$ cat config.mk
export PLATFORM = sky130hd
export DESIGN_NAME = issue_select_arb_flat
export DESIGN_NICKNAME = d
export VERILOG_FILES = /design/src/rtl/issue_select_arb_if.sv /design/src/rtl/issue_select_arb.sv /design/src/flat_wrapper.sv
export SDC_FILE = /design/constraint.sdc
export NUM_CORES = 1
export LEC_CHECK = 0
export BUFFER_PORTS_ARGS = -buffer_cell sky130_fd_sc_hd__buf_2
export CAP_MARGIN = 10
export CORE_MARGIN = 2
export CORE_UTILIZATION = 41
export CTS_CLUSTER_DIAMETER = 80
export DETAILED_ROUTE_END_ITERATION = 10
export HOLD_SLACK_MARGIN = 0.05
export PLACE_DENSITY = 0.88
export RECOVER_POWER = 50
export SLEW_MARGIN = 20
export SYNTH_ARGS = -nofsm -noshare
export SYNTH_HDL_FRONTEND = slang
export SYNTH_SLANG_ARGS = --single-unit
$ cat constraint.sdc
create_clock -name clk -period 6.3 [get_ports clk]
set_input_delay 0.315 -clock clk [delete_from_list [all_inputs] [get_ports clk]]
set_output_delay 0.315 -clock clk [all_outputs]
set_load 0.02 [all_outputs]
$ cat src/rtl/issue_select_arb_if.sv
// issue_select_arb_if
//   This is the bundle between the issue queue and the oldest-first select stage of
//   one functional-unit class. It carries the per-entry candidate state and the grant port.
//   master : the issue queue / functional-unit side. It drives the candidates, flush and gnt_ready.
//   slave  : the arbiter. It drives gnt_valid, gnt_addr, gnt_age and issue_fire.
//   Signals:
//     op[DEPTH][OPCODE_WIDTH]  per-entry opcode
//     req[DEPTH]               per-entry ready-to-issue
//     age[DEPTH][AGE]          per-entry age tag (smaller = older)
//     flush                    pipeline flush
//     gnt_valid/gnt_ready      registered grant handshake
//     gnt_addr/gnt_age         granted entry address and age
//     issue_fire               gnt_valid & gnt_ready (deallocate gnt_addr)
interface issue_select_arb_if #(
  parameter int OPCODE_WIDTH = 7,
  parameter int DEPTH        = 16,
  parameter int AGE          = 5,
  parameter int ADDR_W       = $clog2(DEPTH)
);
  logic [DEPTH-1:0][OPCODE_WIDTH-1:0] op;
  logic [DEPTH-1:0]                   req;
  logic [DEPTH-1:0][AGE-1:0]          age;
  logic                               flush;
  logic                               gnt_valid;
  logic                               gnt_ready;
  logic [ADDR_W-1:0]                  gnt_addr;
  logic [AGE-1:0]                     gnt_age;
  logic                               issue_fire;

  modport master (
    output op, req, age, flush, gnt_ready,
    input  gnt_valid, gnt_addr, gnt_age, issue_fire
  );

  modport slave (
    input  op, req, age, flush, gnt_ready,
    output gnt_valid, gnt_addr, gnt_age, issue_fire
  );
endinterface

$ cat src/rtl/issue_select_arb.sv
// issue_select_arb
//   This is the registered oldest-first select stage for one functional-unit class of
//   the out-of-order issue queue. Each cycle it finds the oldest entry that has its
//   request set and an opcode equal to OP. A binary min-age tree of
//   issue_select_node instances does the search. The winner goes into a
//   valid/ready grant register.
//   Ports:
//     clk    clock
//     rst_n  asynchronous active-low reset
//     bus    issue_select_arb_if.slave (candidates in, grant port out)
//   Parameters:
//     OP            opcode served by this arbiter
//     OPCODE_WIDTH  opcode field width
//     DEPTH         issue-queue entries (power of two, 2..64)
//     AGE           age tag width; a smaller tag is older
//     AGE_WRAP      0: plain unsigned compare, 1: modular (wrap-around) compare
//     ADDR_W        entry address width
`ifndef R_TYPE
`define R_TYPE 7'b0110011
`endif

// One reduction node. The right child wins only when it is valid and the
// left child is either invalid or strictly younger. So on an age tie, or
// when both children are invalid, the left child is passed up and the
// don't-care outputs stay deterministic.
module issue_select_node #(
  parameter int AGE      = 5,
  parameter int ADDR_W   = 4,
  parameter bit AGE_WRAP = 1'b0
) (
  input  logic              l_vld_i,
  input  logic [AGE-1:0]    l_age_i,
  input  logic [ADDR_W-1:0] l_addr_i,
  input  logic              r_vld_i,
  input  logic [AGE-1:0]    r_age_i,
  input  logic [ADDR_W-1:0] r_addr_i,
  output logic              y_vld_o,
  output logic [AGE-1:0]    y_age_o,
  output logic [ADDR_W-1:0] y_addr_o
);
  logic [AGE-1:0] diff;
  logic           r_older;
  logic           take_r;

  // Modular compare: r is older than l iff (r - l) mod 2^AGE has its MSB set.
  assign diff    = r_age_i - l_age_i;
  assign r_older = AGE_WRAP ? diff[AGE-1] : (r_age_i < l_age_i);
  assign take_r  = r_vld_i & (~l_vld_i | r_older);

  assign y_vld_o  = l_vld_i | r_vld_i;
  assign y_age_o  = take_r ? r_age_i  : l_age_i;
  assign y_addr_o = take_r ? r_addr_i : l_addr_i;
endmodule

module issue_select_arb #(
  parameter int                    OPCODE_WIDTH = 7,
  parameter logic [OPCODE_WIDTH-1:0] OP         = `R_TYPE,
  parameter int                    DEPTH        = 16,
  parameter int                    AGE          = 5,
  parameter bit                    AGE_WRAP     = 1'b0,
  parameter int                    ADDR_W       = $clog2(DEPTH)
) (
  input  logic                 clk,
  input  logic                 rst_n,
  issue_select_arb_if.slave    bus
);
  localparam int NODES = 2 * DEPTH;

  // Heap-ordered tree. Node k has children 2k (left, lower index) and 2k+1.
  // The leaves sit at DEPTH..2*DEPTH-1 and the root is node 1.
  logic              n_vld  [1:NODES-1];
  logic [AGE-1:0]    n_age  [1:NODES-1];
  logic [ADDR_W-1:0] n_addr [1:NODES-1];

  logic [DEPTH-1:0]  elig;
  logic              fire;
  logic              load;

  logic              gnt_valid_q, gnt_valid_d;
  logic [ADDR_W-1:0] gnt_addr_q,  gnt_addr_d;
  logic [AGE-1:0]    gnt_age_q,   gnt_age_d;

  assign fire = gnt_valid_q & bus.gnt_ready;

  // The queue clears req for the issued entry only at the issuing edge.
  // Until then, that entry is masked here so it cannot be selected a second time.
  for (genvar i = 0; i < DEPTH; i++) begin : g_leaf
    assign elig[i]            = bus.req[i] & (bus.op[i] == OP) &
                                ~(fire & (gnt_addr_q == ADDR_W'(i)));
    assign n_vld[DEPTH + i]   = elig[i];
    assign n_age[DEPTH + i]   = bus.age[i];
    assign n_addr[DEPTH + i]  = ADDR_W'(i);
  end

  for (genvar k = 1; k < DEPTH; k++) begin : g_node
    issue_select_node #(.AGE(AGE), .ADDR_W(ADDR_W), .AGE_WRAP(AGE_WRAP)) u_node (
      .l_vld_i  (n_vld[2*k]),
      .l_age_i  (n_age[2*k]),
      .l_addr_i (n_addr[2*k]),
      .r_vld_i  (n_vld[2*k+1]),
      .r_age_i  (n_age[2*k+1]),
      .r_addr_i (n_addr[2*k+1]),
      .y_vld_o  (n_vld[k]),
      .y_age_o  (n_age[k]),
      .y_addr_o (n_addr[k])
    );
  end

  // While the register is stalled it keeps its grant, so a request that arrives later
  // cannot replace a grant that the unit has not yet taken.
  assign load = ~gnt_valid_q | bus.gnt_ready;

  always_comb begin
    gnt_valid_d = gnt_valid_q;
    gnt_addr_d  = gnt_addr_q;
    gnt_age_d   = gnt_age_q;
    if (bus.flush) begin
      gnt_valid_d = 1'b0;
    end else if (load) begin
      gnt_valid_d = n_vld[1];
      gnt_addr_d  = n_addr[1];
      gnt_age_d   = n_age[1];
    end
  end

  always_ff @(posedge clk or negedge rst_n) begin
    if (!rst_n) begin
      gnt_valid_q <= 1'b0;
      gnt_addr_q  <= '0;
      gnt_age_q   <= '0;
    end else begin
      gnt_valid_q <= gnt_valid_d;
      gnt_addr_q  <= gnt_addr_d;
      gnt_age_q   <= gnt_age_d;
    end
  end

  assign bus.gnt_valid  = gnt_valid_q;
  assign bus.gnt_addr   = gnt_addr_q;
  assign bus.gnt_age    = gnt_age_q;
  assign bus.issue_fire = fire;
endmodule

$ cat src/flat_wrapper.sv
// flat-port wrapper written by rule: the top's interface ports become plain ports
module issue_select_arb_flat 
#(
  parameter int                    OPCODE_WIDTH = 7,
  parameter logic [OPCODE_WIDTH-1:0] OP         = `R_TYPE,
  parameter int                    DEPTH        = 16,
  parameter int                    AGE          = 5,
  parameter bit                    AGE_WRAP     = 1'b0,
  parameter int                    ADDR_W       = $clog2(DEPTH)
)
  (clk, rst_n, bus_op, bus_req, bus_age, bus_flush, bus_gnt_ready, bus_gnt_valid, bus_gnt_addr, bus_gnt_age, bus_issue_fire);
  issue_select_arb_if #(.OPCODE_WIDTH(OPCODE_WIDTH), .DEPTH(DEPTH), .AGE(AGE), .ADDR_W(ADDR_W)) bus_i ();
  input  logic clk;
  input  logic rst_n;
  input wire logic [$bits(bus_i.op)-1:0] bus_op;
  input wire logic [$bits(bus_i.req)-1:0] bus_req;
  input wire logic [$bits(bus_i.age)-1:0] bus_age;
  input wire logic [$bits(bus_i.flush)-1:0] bus_flush;
  input wire logic [$bits(bus_i.gnt_ready)-1:0] bus_gnt_ready;
  output wire logic [$bits(bus_i.gnt_valid)-1:0] bus_gnt_valid;
  output wire logic [$bits(bus_i.gnt_addr)-1:0] bus_gnt_addr;
  output wire logic [$bits(bus_i.gnt_age)-1:0] bus_gnt_age;
  output wire logic [$bits(bus_i.issue_fire)-1:0] bus_issue_fire;
  assign bus_i.op = bus_op;
  assign bus_i.req = bus_req;
  assign bus_i.age = bus_age;
  assign bus_i.flush = bus_flush;
  assign bus_i.gnt_ready = bus_gnt_ready;
  assign bus_gnt_valid = bus_i.gnt_valid;
  assign bus_gnt_addr = bus_i.gnt_addr;
  assign bus_gnt_age = bus_i.gnt_age;
  assign bus_issue_fire = bus_i.issue_fire;
  issue_select_arb #(.OPCODE_WIDTH(OPCODE_WIDTH), .OP(OP), .DEPTH(DEPTH), .AGE(AGE), .AGE_WRAP(AGE_WRAP), .ADDR_W(ADDR_W)) u_core (.clk(clk), .rst_n(rst_n), .bus(bus_i));
endmodule
-- Yosys cells after proc, flatten, opt, wreduce, memory -nomap -nowiden
Cells that the tools add are included.
- register bits: 10
- input bits: 212
- output and inout bits: 11
- magnitude comparators: 15
- equal/unequal tests: 31
- multiplexer cells: 32
- bitwise operators: 128
- reduce and logical (&&, ||, !) cells: 3
- operators by type and width (kind ; count):
    $eq A7 B6 Y1 const B ; 16
    $lt A5 B5 Y1 ; 15
    $mux W5 ; 15
    $and A1 B1 Y1 ; 64
    $not A1 Y1 ; 33
    $eq A4 B4 Y1 const B ; 8
    $or A1 B1 Y1 ; 31
    $eq A4 B3 Y1 const B ; 4
    $mux W1 ; 10
    $eq A4 B2 Y1 const B ; 2
    $mux W2 ; 4
    $mux W3 ; 2
    $eq A4 B1 Y1 const B ; 1
    $logic_not A4 Y1 ; 1
    $mux W4 ; 1
    $reduce_and A2 Y1 ; 1
    $reduce_bool A2 Y1 ; 1

-- Longest topological paths before layout
Gate-level depths: netlist (run 1).
- depth in word-level cells: 20
- mapped depth: 38

-- Modules after synthesis
A second synthesis (run 1) with hierarchy kept.
- cell total of the unflattened synthesis: 831
- area total of the unflattened synthesis: 6264.8 um^2
- by module, submodules not included (module ; instances ; cells an instance ; area each (um^2) ; sequential area each (um^2)):
    issue_select_node at u_core.g_node[3].u_node ... ; 7 ; 76 ; 486.7 ; 0.0
    issue_select_node at u_core.g_node[10].u_node ... ; 8 ; 26 ; 245.2 ; 0.0
    issue_select_arb ; 1 ; 91 ; 895.9 ; 250.2

-- Worst setup path after synthesis (run 1)
Ideal clock, no wire load.
- path kind: in2reg
- start: input bus_age[32]
- end: register u_core.gnt_addr_q[0] (netlist: u_core.bus.gnt_addr[0])
- library setup time: 0.132 ns
- arrival: 6.334 ns
- path slack: -0.166 ns
- stages: 37
- buffers on the path: 3
- cell sequence: inv_1 ha_1 a21o_1 a31oi_1 o21ai_0 a21oi_4 nor2_1 a21oi_1 inv_1 ha_1 a21oi_1 nor2_1 a211oi_1 o21a_1 o21a_1 buf_2 mux2i_1 ha_1 a21oi_1 nor2b_1 o21ai_0 nand2b_1 a31o_2 nor4_1 a31o_1 buf_6 mux2i_1 ha_1 a21o_1 a21o_1 a21oi_1 nor3b_1 nand2_1 o21bai_1 buf_2 mux2i_1 o21ai_1
- cells in the longest elaborated chain, start to end: 16
- elaborated cells between the ends (all ways): 19
- classes of those cells: order compare (4); mux (7); bitwise (8)
- RTL lines (element ; line ; source):
    start, declared ; flat_wrapper.sv:17 ; input wire logic [$bits(bus_i.age)-1:0] bus_age;
    $lt A5 B5 Y1 ; issue_select_arb.sv:47 ; assign r_older = AGE_WRAP ? diff[AGE-1] : (r_age_i < l_age_i);
    $or A1 B1 Y1 ; issue_select_arb.sv:48 ; assign take_r = r_vld_i & (~l_vld_i | r_older);
    $and A1 B1 Y1 ; issue_select_arb.sv:48 ;
    $mux W5 ; issue_select_arb.sv:51 ; assign y_age_o = take_r ? r_age_i : l_age_i;
    $lt A5 B5 Y1 ; issue_select_arb.sv:47 ;
    $or A1 B1 Y1 ; issue_select_arb.sv:48 ;
    $and A1 B1 Y1 ; issue_select_arb.sv:48 ;
    $mux W5 ; issue_select_arb.sv:51 ;
    $lt A5 B5 Y1 ; issue_select_arb.sv:47 ;
    $or A1 B1 Y1 ; issue_select_arb.sv:48 ;
    $and A1 B1 Y1 ; issue_select_arb.sv:48 ;
    $mux W5 ; issue_select_arb.sv:51 ;
    $lt A5 B5 Y1 ; issue_select_arb.sv:47 ;
    $or A1 B1 Y1 ; issue_select_arb.sv:48 ;
    $and A1 B1 Y1 ; issue_select_arb.sv:48 ;
    $mux W4 (*) ; issue_select_arb.sv:52 ; assign y_addr_o = take_r ? r_addr_i : l_addr_i;
    end signal, assigned ; issue_select_arb.sv:133 ; gnt_addr_q <= gnt_addr_d;
    end, declared ; issue_select_arb.sv:80 ; logic [ADDR_W-1:0] gnt_addr_q, gnt_addr_d;
Mark *: on every way between the ends. The rest lies on a longest branch, timed or not.
A chain may end at the register's enable or synchronous reset.

-- Worst setup path after layout (run 1)
Ends and elaborated chain as after synthesis.

==> results of run 1 <==
## power by group through the flow
stage | clock network [mW] | registers, mW | logic (mW)
5_1_grt | 0.0689 | 0.0762 | 0.386
2_1_floorplan | 0 | 0.0815 | 0.132
3_5_place_dp | 0 | 0.0759 | 0.283
6_report | 0.0655 | 0.0756 | 0.357
4_1_cts | 0.0653 | 0.0752 | 0.296
3_3_place_gp | 0 | 0.0759 | 0.273
## registers in the layout, indices dropped and copies added, names as in the netlist
signal,cells
u_core.bus.gnt_age,5
u_core.bus.gnt_addr,4
u_core.bus.gnt_valid,1
## metrics by stage
stage / setup TNS [ns] / setup WS (ns) / std cells
detailed placement: -4.86 / -0.659 / 941
finish: -2.22 / -0.317 / 982
CTS: 0 / 0.00184 / 957
global placement: -1.86 / -0.295 / 941
global route: -4.78 / -0.606 / 981
floorplan: 0 / 0.0182 / 517
## layout make-up
type                    count  share of cell area [%]
multi-input cells         442                    57.1
repair buffers            358                    32.9
flip-flops and latches     10                    3.88
inverters                  60                    3.42
well taps                 108                    2.05
clock buffers               3                   0.628
diodes                      1                  0.0380
## final timing paths
kind	startpoint	to	slack [ns]	cells after the start
max in group asynchronous	rst_n	u_core.bus.gnt_valid	5.29	2
worst max-delay path	bus_age[32]	u_core.bus.gnt_addr[0]	-0.32	39
worst max register to register	u_core.bus.gnt_valid	u_core.bus.gnt_addr[0]	-0.26	36
worst min register to register	u_core.bus.gnt_age[1]	u_core.bus.gnt_age[1]	0.49	2
worst min-delay path	bus_flush	u_core.bus.gnt_valid	0.29	2
min in group asynchronous	rst_n	u_core.bus.gnt_age[0]	0.60	2
## cells in the final DEF (no fill, tap or decap), drive strengths merged, types with 9 or more instances in the layout
cell type  count
nand2b        11
ha            59
nor2b         11
nand3         11
nor2          60
nor3           9
inv           60
o21ai         20
mux2           9
nand2         39
dfrtp         10
nand4         11
a21oi         66
nand4b        10
mux2i         24
a21o          14
buf          355
a31oi         10
## worst reg2reg max path, delay by kind of cell, from the launching register on
family / cells / cell delay, ns
multiplexers: 3 / 0.77
AO/OA/AOI/OAI: 16 / 2.74
AND/OR/NAND/NOR: 9 / 1.03
adder cells (fa/ha/maj): 3 / 0.73
flip-flops: 1 / 0.45
buffers and inverters: 5 / 0.70
## metal layers
metal  wire length [um]  part of all wire, %  up-vias
li1                   -                    -     2617
met1               6190                   37     2578
met2               8420                   50      296
met3               1330                  8.0       79
met4                724                  4.3        2
met5                 13                0.078        -
## kinds of logic (layout without fill, tap and decap cells)
group | Yosys count | count (layout)
other cells | 0 | 1
buf+inv | 67 | 421
compound gates | 153 | 155
mux | 33 | 33
simple gates | 195 | 195
fa+ha+maj | 59 | 59
flops | 10 | 10
## repair_timing
action / in CTS / in global routing
setup buffers: 10 / 24
hold endpoints to repair: 10 / 0
setup endpoints to repair: 8 / 9
gates resized for setup: 33 / 97
hold buffers: 1 / 0
pin swaps: 12 / 47
cloned: 2 / 1
==> flow_summary.json, run 1 <==
{
  "layout_setup_ws_ns": -0.317,
  "h-tree-depth": 1,
  "p_leak_nw": 3.43,
  "antenna_found_initial": 3,
  "grt_usage_pct": 28.1,
  "cts.sinks": 10,
  "die_y_um": 98.8,
  "drt_iter0_drc": 287,
  "synth_compound_area_share_pct": 27.7,
  "multi_input_area_sq_mm": 0.00375,
  "synthTopCellsByCount": "a21oi_1, inv_1, nor2_1, ha_1, nand2_1",
  "muxShareOfSynthArea_pct": 9.37,
  "die_w_um": 98.8,
  "avgSynthCellArea_sq_um": 7.13,
  "drive_above_1_share_pct": 54.6,
  "design_area_sq_mm": 0.00658,
  "irDropWorstVdd_mv": 0.0557,
  "grt_use_met3_pct": 4.11,
  "grt_max_degree": 15,
  "place_hpwl_um": 12200,
  "firstDrtPassIters": 5,
  "grt_first_pass_wirelength_um": 22900,
  "cts_tree": "yes",
  "ant_nets": 0,
  "gp_congestion": 1.01,
  "gr-max-usage-layer": "met2",
  "clk_path_buf_depth": 2,
  "netlist-cell-type-count": 62,
  "slew_violations": 0,
  "ys_seq_area_share_pct": 6.79,
  "period_share_pct": 105,
  "drv_cap": 0,
  "clock_latency_ns": 0.24,
  "synthToLayoutAreaGrowth_pct": 78.4,
  "cp_max_fo": 7,
  "yosysTopAreaCell": "ha_1",
  "hold_violations": 0,
  "synth-xor-area-share_pct": 0,
  "synth_top_area_share_pct": 20.0,
  "seqPwrFrac_pct": 15.2,
  "slowest_stage": "mux2i_4",
  "min_period_ns": 6.62,
  "globalRouteOverflowTotal": 0,
  "synth_top_family_by_area": "simple AND/OR/NAND/NOR gates",
  "critPathArrivalTime_ns": 6.71,
  "hold_path_class": "input pin to register",
  "grt_setup_unrepaired": "yes",
  "core-area_sq_mm": 0.00872,
  "synth_area_sq_mm": 0.00369,
  "layout.nets": 1146,
  "p_sw_uw": 202,
  "hold_ws_ns": 0.286,
  "end_kind": "register",
  "cts_root_buf": "clkbuf_8",
  "p_clk_share_pct": 13.2,
  "rows": 34,
  "report.power.total_uw": 498,
  "tightest_slew_ns": 0.634,
  "dieArea_sq_mm": 0.00977,
  "ys_ff_latch": 10,
  "cpPeakStageDelay_ns": 0.30,
  "ys_warn_count": 0,
  "nFillCells": 629,
  "comb_power_share_pct": 71.7,
  "clkTransAtPathRegs_ns": 0.04,
  "fmax_ghz": 0.151,
  "path_buf_inv": 6,
  "critPathKind": "input pin to register",
  "sw_frac_of_total_pct": 40.6,
  "synthAdderAreaFrac_pct": 20.0,
  "vias_per_cell": 5.67,
  "wl_um": 16700,
  "slew_headroom_pct": 57.6,
  "post-synth-top-count-cell": "a21oi_1",
  "ys_top_cells_by_area": "ha_1, a21oi_1, dfrtp_1, mux2i_1, inv_1",
  "grt_pass1_vias": 5269,
  "skew_ns": 0.00293,
  "top_level_ports": 223,
  "utilization_pct": 75.4,
  "regArea_sq_um": 255,
  "grt_util_met2_pct": 52.5,
  "power.internal_uw": 295,
  "synth_nets": 788,
  "syn_inst": 517,
  "status": "finished, violations left",
  "synth-simple-area-share_pct": 28.9,
  "placed_area_sq_mm": 0.00567,
  "crit_family": "compound AO/OA/AOI/OAI gates",
  "vias": 5572,
  "port-buffer-count": 222,
  "ys_async_sr_fraction_pct": 100,
  "start_util_pct": 42.3,
  "setup_viol": 8,
  "synth-edff-count": 0,
  "drcViolationCount": 0,
  "routedWlPerCell_um": 17.0,
  "use_met1_pct": 31.4,
  "cp.required_ns": 6.40,
  "violations": "negative setup slack",
  "powerDensity_mw_per_mm2": 75.7,
  "synth-main-ff-cell": "dfrtp_1",
  "start_kind": "input pin",
  "cts_buffers": 3
}
No activity file was read; power rests on OpenSTA's default activity.
==> inputs of run 2 (changes only) <==
- PLACE_DENSITY: 0.88 -> 0.78
==> run 2 against run 1 <==
- the run still ends with negative setup slack left
- hold slack improved by 0.0025 ns
- clock skew decreased by 0.00080 ns
- count of clock-buffer cells in the layout is the same
- non-clock buffer count decreased by 6
- flip-flop and latch count is the same
- sequential power increased by 0.8%
- first-iteration DRC count down 49%
- critical path depth decreased by 4
- register-to-register slack better by 0.099 ns
==> flow_summary.json, run 2 (synthesized netlist as in run 1, its figures left out) <==
{
  "drcViolationCount": 0,
  "port-buffer-count": 222,
  "path_buf_inv": 5,
  "grt_pass1_vias": 5353,
  "gp_congestion": 0.898,
  "firstDrtPassIters": 5,
  "start_kind": "register",
  "period_share_pct": 103,
  "violations": "negative setup slack",
  "die_w_um": 98.8,
  "die_y_um": 98.8,
  "drive_above_1_share_pct": 51.0,
  "grt_first_pass_wirelength_um": 23300,
  "ant_nets": 0,
  "rows": 34,
  "drt_iter0_drc": 145,
  "irDropWorstVdd_mv": 0.0481,
  "slew_violations": 0,
  "hold_ws_ns": 0.289,
  "antenna_found_initial": 0,
  "min_period_ns": 6.46,
  "core-area_sq_mm": 0.00872,
  "cp.required_ns": 6.40,
  "final_common_cell": "buf_2",
  "dieArea_sq_mm": 0.00977,
  "post-place-ws_ns": -0.426,
  "skew_ns": 0.00213,
  "clkTransAtPathRegs_ns": 0.04,
  "nFillCells": 724,
  "cts_root_buf": "clkbuf_8",
  "largest_reg_flops": 5,
  "wl_um": 14900,
  "end_kind": "register",
  "grt_max_degree": 15,
  "grt_setup_unrepaired": "yes",
  "mostFrequentLayoutCells": "buf_2, buf_4, inv_1, ha_1, nor2_1",
  "hold_path_class": "input pin to register",
  "tightest_slew_ns": 0.602,
  "hold_violations": 0,
  "start_util_pct": 42.3,
  "vias": 5288,
  "clock_latency_ns": 0.23,
  "routedWlPerCell_um": 15.3,
  "layout.nets": 1138,
  "layout_setup_ws_ns": -0.161,
  "top_level_ports": 223,
  "status": "finished, violations left",
  "utilization_pct": 71.6,
  "slew_headroom_pct": 59.8,
  "vias_per_cell": 5.43,
  "report.power.total_uw": 461,
  "fmax_ghz": 0.155,
  "final_cells": 973,
  "cpPeakStageDelay_ns": 0.48,
  "cts_buffers": 3,
  "globalRouteOverflowTotal": 0,
  "p_leak_nw": 3.37,
  "slowest_stage": "dfrtp_2",
  "setup_viol": 8,
  "cts.sinks": 10,
  "grt_usage_pct": 28.5,
  "synthToLayoutAreaGrowth_pct": 69.5,
  "cp_max_fo": 8,
  "diodes": 0,
  "critPathKind": "register to register",
  "place_hpwl_um": 12300,
  "dp_cells": 941,
  "cts_tree": "yes",
  "drv_cap": 0,
  "critPathArrivalTime_ns": 6.56,
  "h-tree-depth": 1,
  "crit_family": "compound AO/OA/AOI/OAI gates",
  "powerDensity_mw_per_mm2": 73.7,
  "clk_path_buf_depth": 2
}
## run 2: cell count changes in the layout (fill, tap and decap cells not counted), sizes merged
cell	delta
a21oi	-1
a21boi	-1
diode	-1
buf	-6
## run 2: final cells by class
type | instances | area, sq um | share of cell area [%]
flip-flops and latches | 10 | 255 | 4.08
well taps | 108 | 135 | 2.16
clock buffers | 3 | 41.3 | 0.661
repair buffers | 352 | 2110 | 33.7
multi-input cells | 440 | 3480 | 55.8
inverters | 60 | 225 | 3.60
## run 2: final timing paths
kind                                   startpoint                     end  slack, ns  cells past startpoint
setup / recovery           u_core.bus.gnt_addr[3]  u_core.bus.gnt_addr[0]      -0.16                     35
hold / removal                          bus_flush    u_core.bus.gnt_valid       0.29                      2
setup reg to reg           u_core.bus.gnt_addr[3]  u_core.bus.gnt_addr[0]      -0.16                     35
hold reg to reg             u_core.bus.gnt_age[2]   u_core.bus.gnt_age[2]       0.47                      2
max in group asynchronous                   rst_n  u_core.bus.gnt_addr[3]       5.33                      2
min in group asynchronous                   rst_n  u_core.bus.gnt_addr[2]       0.58                      2
## run 2: where the power goes
part | switching, mW | leakage, nW | total [mW] | internal, mW
clock | 0.0221 | 0.0216 | 0.0637 | 0.0416
sequential | 0.00591 | 0.122 | 0.0762 | 0.0703
combinational | 0.152 | 3.23 | 0.321 | 0.169
total | 0.180 | 3.37 | 0.461 | 0.281
## run 2: metrics by stage
stage	TNS [ns]	cell area (sq um)
finish	-0.887	6250
global route	-3.37	6250
CTS	0	5980
detailed placement	-2.93	5670
global placement	-1.11	5670
floorplan	0	3710
## run 2: timing repair
item,in CTS,in global routing
cloned,1,0
endpoints found under the setup margin,8,9
setup buffers,11,16
pin swaps,10,36
endpoints found under the hold margin,10,0
resized for setup,41,38
hold buffers,1,0
## run 2: routing by layer
metal / wire length, um / GRT usage (%) / vias to the layer above
met5: 0 / 0 / -
met4: 424 / 7.80 / 0
met3: 798 / 2.34 / 43
met2: 7790 / 56.7 / 202
met1: 5870 / 31.8 / 2442
li1: - / - / 2601
==> inputs of run 3 (changes only) <==
- CELL_PAD_IN_SITES_DETAIL_PLACEMENT: not set -> 1
- CELL_PAD_IN_SITES_GLOBAL_PLACEMENT: not set -> 2
- CORE_UTILIZATION: 41 -> 20
- PLACE_DENSITY: 0.78 -> 0.76
- SKIP_LAST_GASP: not set -> 1
==> run 3 against run 2 <==
- setup slack got worse by 0.039 ns
- flip-flop and latch count did not move
- critical endpoint unchanged
- non-clock buffer count rose by 59
- first-iteration DRC count down 29%
- routed wire length rose by 21%
- total power grew 27%
- the flow still finishes with violations (negative setup slack)
- via count grew 0.85%
- critical path depth stayed put
- core utilization fell by 32 points
==> flow_summary.json, run 3 (synthesized netlist as in run 1, its figures left out) <==
{
  "status": "finished, violations left",
  "cpPeakStageDelay_ns": 0.45,
  "p_leak_nw": 3.73,
  "hold_violations": 0,
  "grt_first_pass_wirelength_um": 28200,
  "cp.required_ns": 6.41,
  "clk_path_buf_depth": 2,
  "slowest_stage": "dfrtp_2",
  "clkTransAtPathRegs_ns": 0.04,
  "met2_length_um": 9650,
  "irDropWorstVdd_mv": 0.0726,
  "drive_above_1_share_pct": 58.2,
  "slew_headroom_pct": 47.3,
  "wl_met1_um": 7370,
  "period_share_pct": 103,
  "critPathKind": "register to register",
  "core-area_sq_mm": 0.0180,
  "grt_setup_unrepaired": "yes",
  "antenna_found_initial": 0,
  "layout_setup_ws_ns": -0.200,
  "design_area_sq_mm": 0.00721,
  "layout.nets": 1198,
  "cts_tree": "yes",
  "die_w_um": 140,
  "dieArea_sq_mm": 0.0195,
  "vias": 5333,
  "vias_per_cell": 4.62,
  "cp_max_fo": 7,
  "diodes": 0,
  "hold_path_class": "input pin to register",
  "largest_reg_flops": 5,
  "start_kind": "register",
  "place_hpwl_um": 14600,
  "top_level_ports": 223,
  "ant_nets": 0,
  "drv_cap": 0,
  "multi_input_area_sq_mm": 0.00377,
  "skew_ns": 0.00199,
  "cts.sinks": 10,
  "fmax_ghz": 0.154,
  "nFillCells": 2282,
  "regArea_sq_um": 255,
  "rows": 49,
  "powerDensity_mw_per_mm2": 81.5,
  "h-tree-depth": 1,
  "routedWlPerCell_um": 15.6,
  "synthToLayoutAreaGrowth_pct": 95.4,
  "die_y_um": 140,
  "slew_violations": 0,
  "report.power.total_uw": 587,
  "top_layer_used": "met4",
  "setup_viol": 8,
  "drcViolationCount": 0,
  "mostFrequentLayoutCells": "buf_2, buf_4, inv_1, ha_1, nor2_1",
  "start_util_pct": 20.5,
  "wl_um": 18000,
  "cts_buffers": 3,
  "routed-wl-met3_um": 649,
  "final_common_cell": "buf_2",
  "grt_max_degree": 15,
  "tightest_slew_ns": 0.789,
  "firstDrtPassIters": 4,
  "clock_latency_ns": 0.25,
  "gp_congestion": 0.788,
  "violations": "negative setup slack",
  "cts_root_buf": "clkbuf_16",
  "drt_iter0_drc": 103,
  "globalRouteOverflowTotal": 0,
  "critPathArrivalTime_ns": 6.61,
  "min_period_ns": 6.50,
  "grt_usage_pct": 17.5,
  "end_kind": "register",
  "port-buffer-count": 222,
  "grt_pass1_vias": 5813,
  "placed_area_sq_mm": 0.00611
}
## run 3: cell types whose count changed in the layout (fill, tap and decap cells not counted), sizes merged
cell / delta
a21oi: +1
clkbuf: +1
buf: +59
## run 3: timing repair
item | 4_1_cts | 5_1_grt
endpoints found under the setup margin | 9 | 9
endpoints found under the hold margin | 10 | 0
gates cloned | 2 | 0
pin swaps | 45 | 32
setup buffers | 38 | 10
resized for setup | 104 | 42
hold buffers | 1 | 0
## run 3: critical path, delay by kind of cell, from the launching register on
family / cells / cell delay (ns)
buffers and inverters: 5 / 0.67
AO/OA/AOI/OAI: 16 / 2.64
flip-flops: 1 / 0.45
adder cells (fa/ha/maj): 3 / 0.71
AND/OR/NAND/NOR: 8 / 1.03
multiplexers: 3 / 0.81
## run 3: metrics by stage
| stage | hold slack (ns) | utilization (%) | worst slack, ns | TNS [ns] | instances |
|---|---|---|---|---|---|
| 3_3_place_gp | 0.193 | 33.9 | -0.602 | -4.57 | 1101 |
| 4_1_cts | 0.236 | 38.4 | -0.0148 | -0.0148 | 1145 |
| 2_1_floorplan | 0.0194 | - | 0.0182 | 0 | 517 |
| 5_1_grt | 0.244 | 40.0 | -0.581 | -4.24 | 1155 |
| 6_report | 0.237 | 40.0 | -0.200 | -1.17 | 1155 |
| 3_5_place_dp | 0.201 | 33.9 | -0.855 | -6.50 | 1101 |
## run 3: final cells by class
class,instances,share of cell area (%)
flip-flops and latches,10,3.54
well taps,229,3.98
repair buffers,411,35.9
inverters,60,3.13
clock buffers,4,1.23
multi-input cells,441,52.3
## run 3: per-layer routing
| layer | up-vias | track usage (%) |
|---|---|---|
| met3 | 21 | 1.58 |
| li1 | 2711 | - |
| met2 | 127 | 33.7 |
| met1 | 2474 | 20.7 |
| met5 | - | 0 |
| met4 | 0 | 3.68 |
## run 3: report_power, final
part / internal (mW) / leakage, nW / switching (mW) / total [mW]
clock: 0.0960 / 0.0442 / 0.0361 / 0.132
combinational: 0.206 / 3.56 / 0.174 / 0.380
sequential: 0.0703 / 0.122 / 0.00543 / 0.0757
total: 0.372 / 3.73 / 0.215 / 0.587
## run 3: worst paths after layout
path / startpoint / to / slack [ns] / cells after the start
max: u_core.bus.gnt_addr[3] / u_core.bus.gnt_addr[0] / -0.20 / 35
min: bus_flush / u_core.bus.gnt_valid / 0.24 / 2
max reg2reg: u_core.bus.gnt_addr[3] / u_core.bus.gnt_addr[0] / -0.20 / 35
min reg2reg: u_core.bus.gnt_age[3] / u_core.bus.gnt_age[3] / 0.47 / 2
max in group asynchronous: rst_n / u_core.bus.gnt_addr[0] / 5.27 / 2
min in group asynchronous: rst_n / u_core.bus.gnt_age[0] / 0.60 / 2
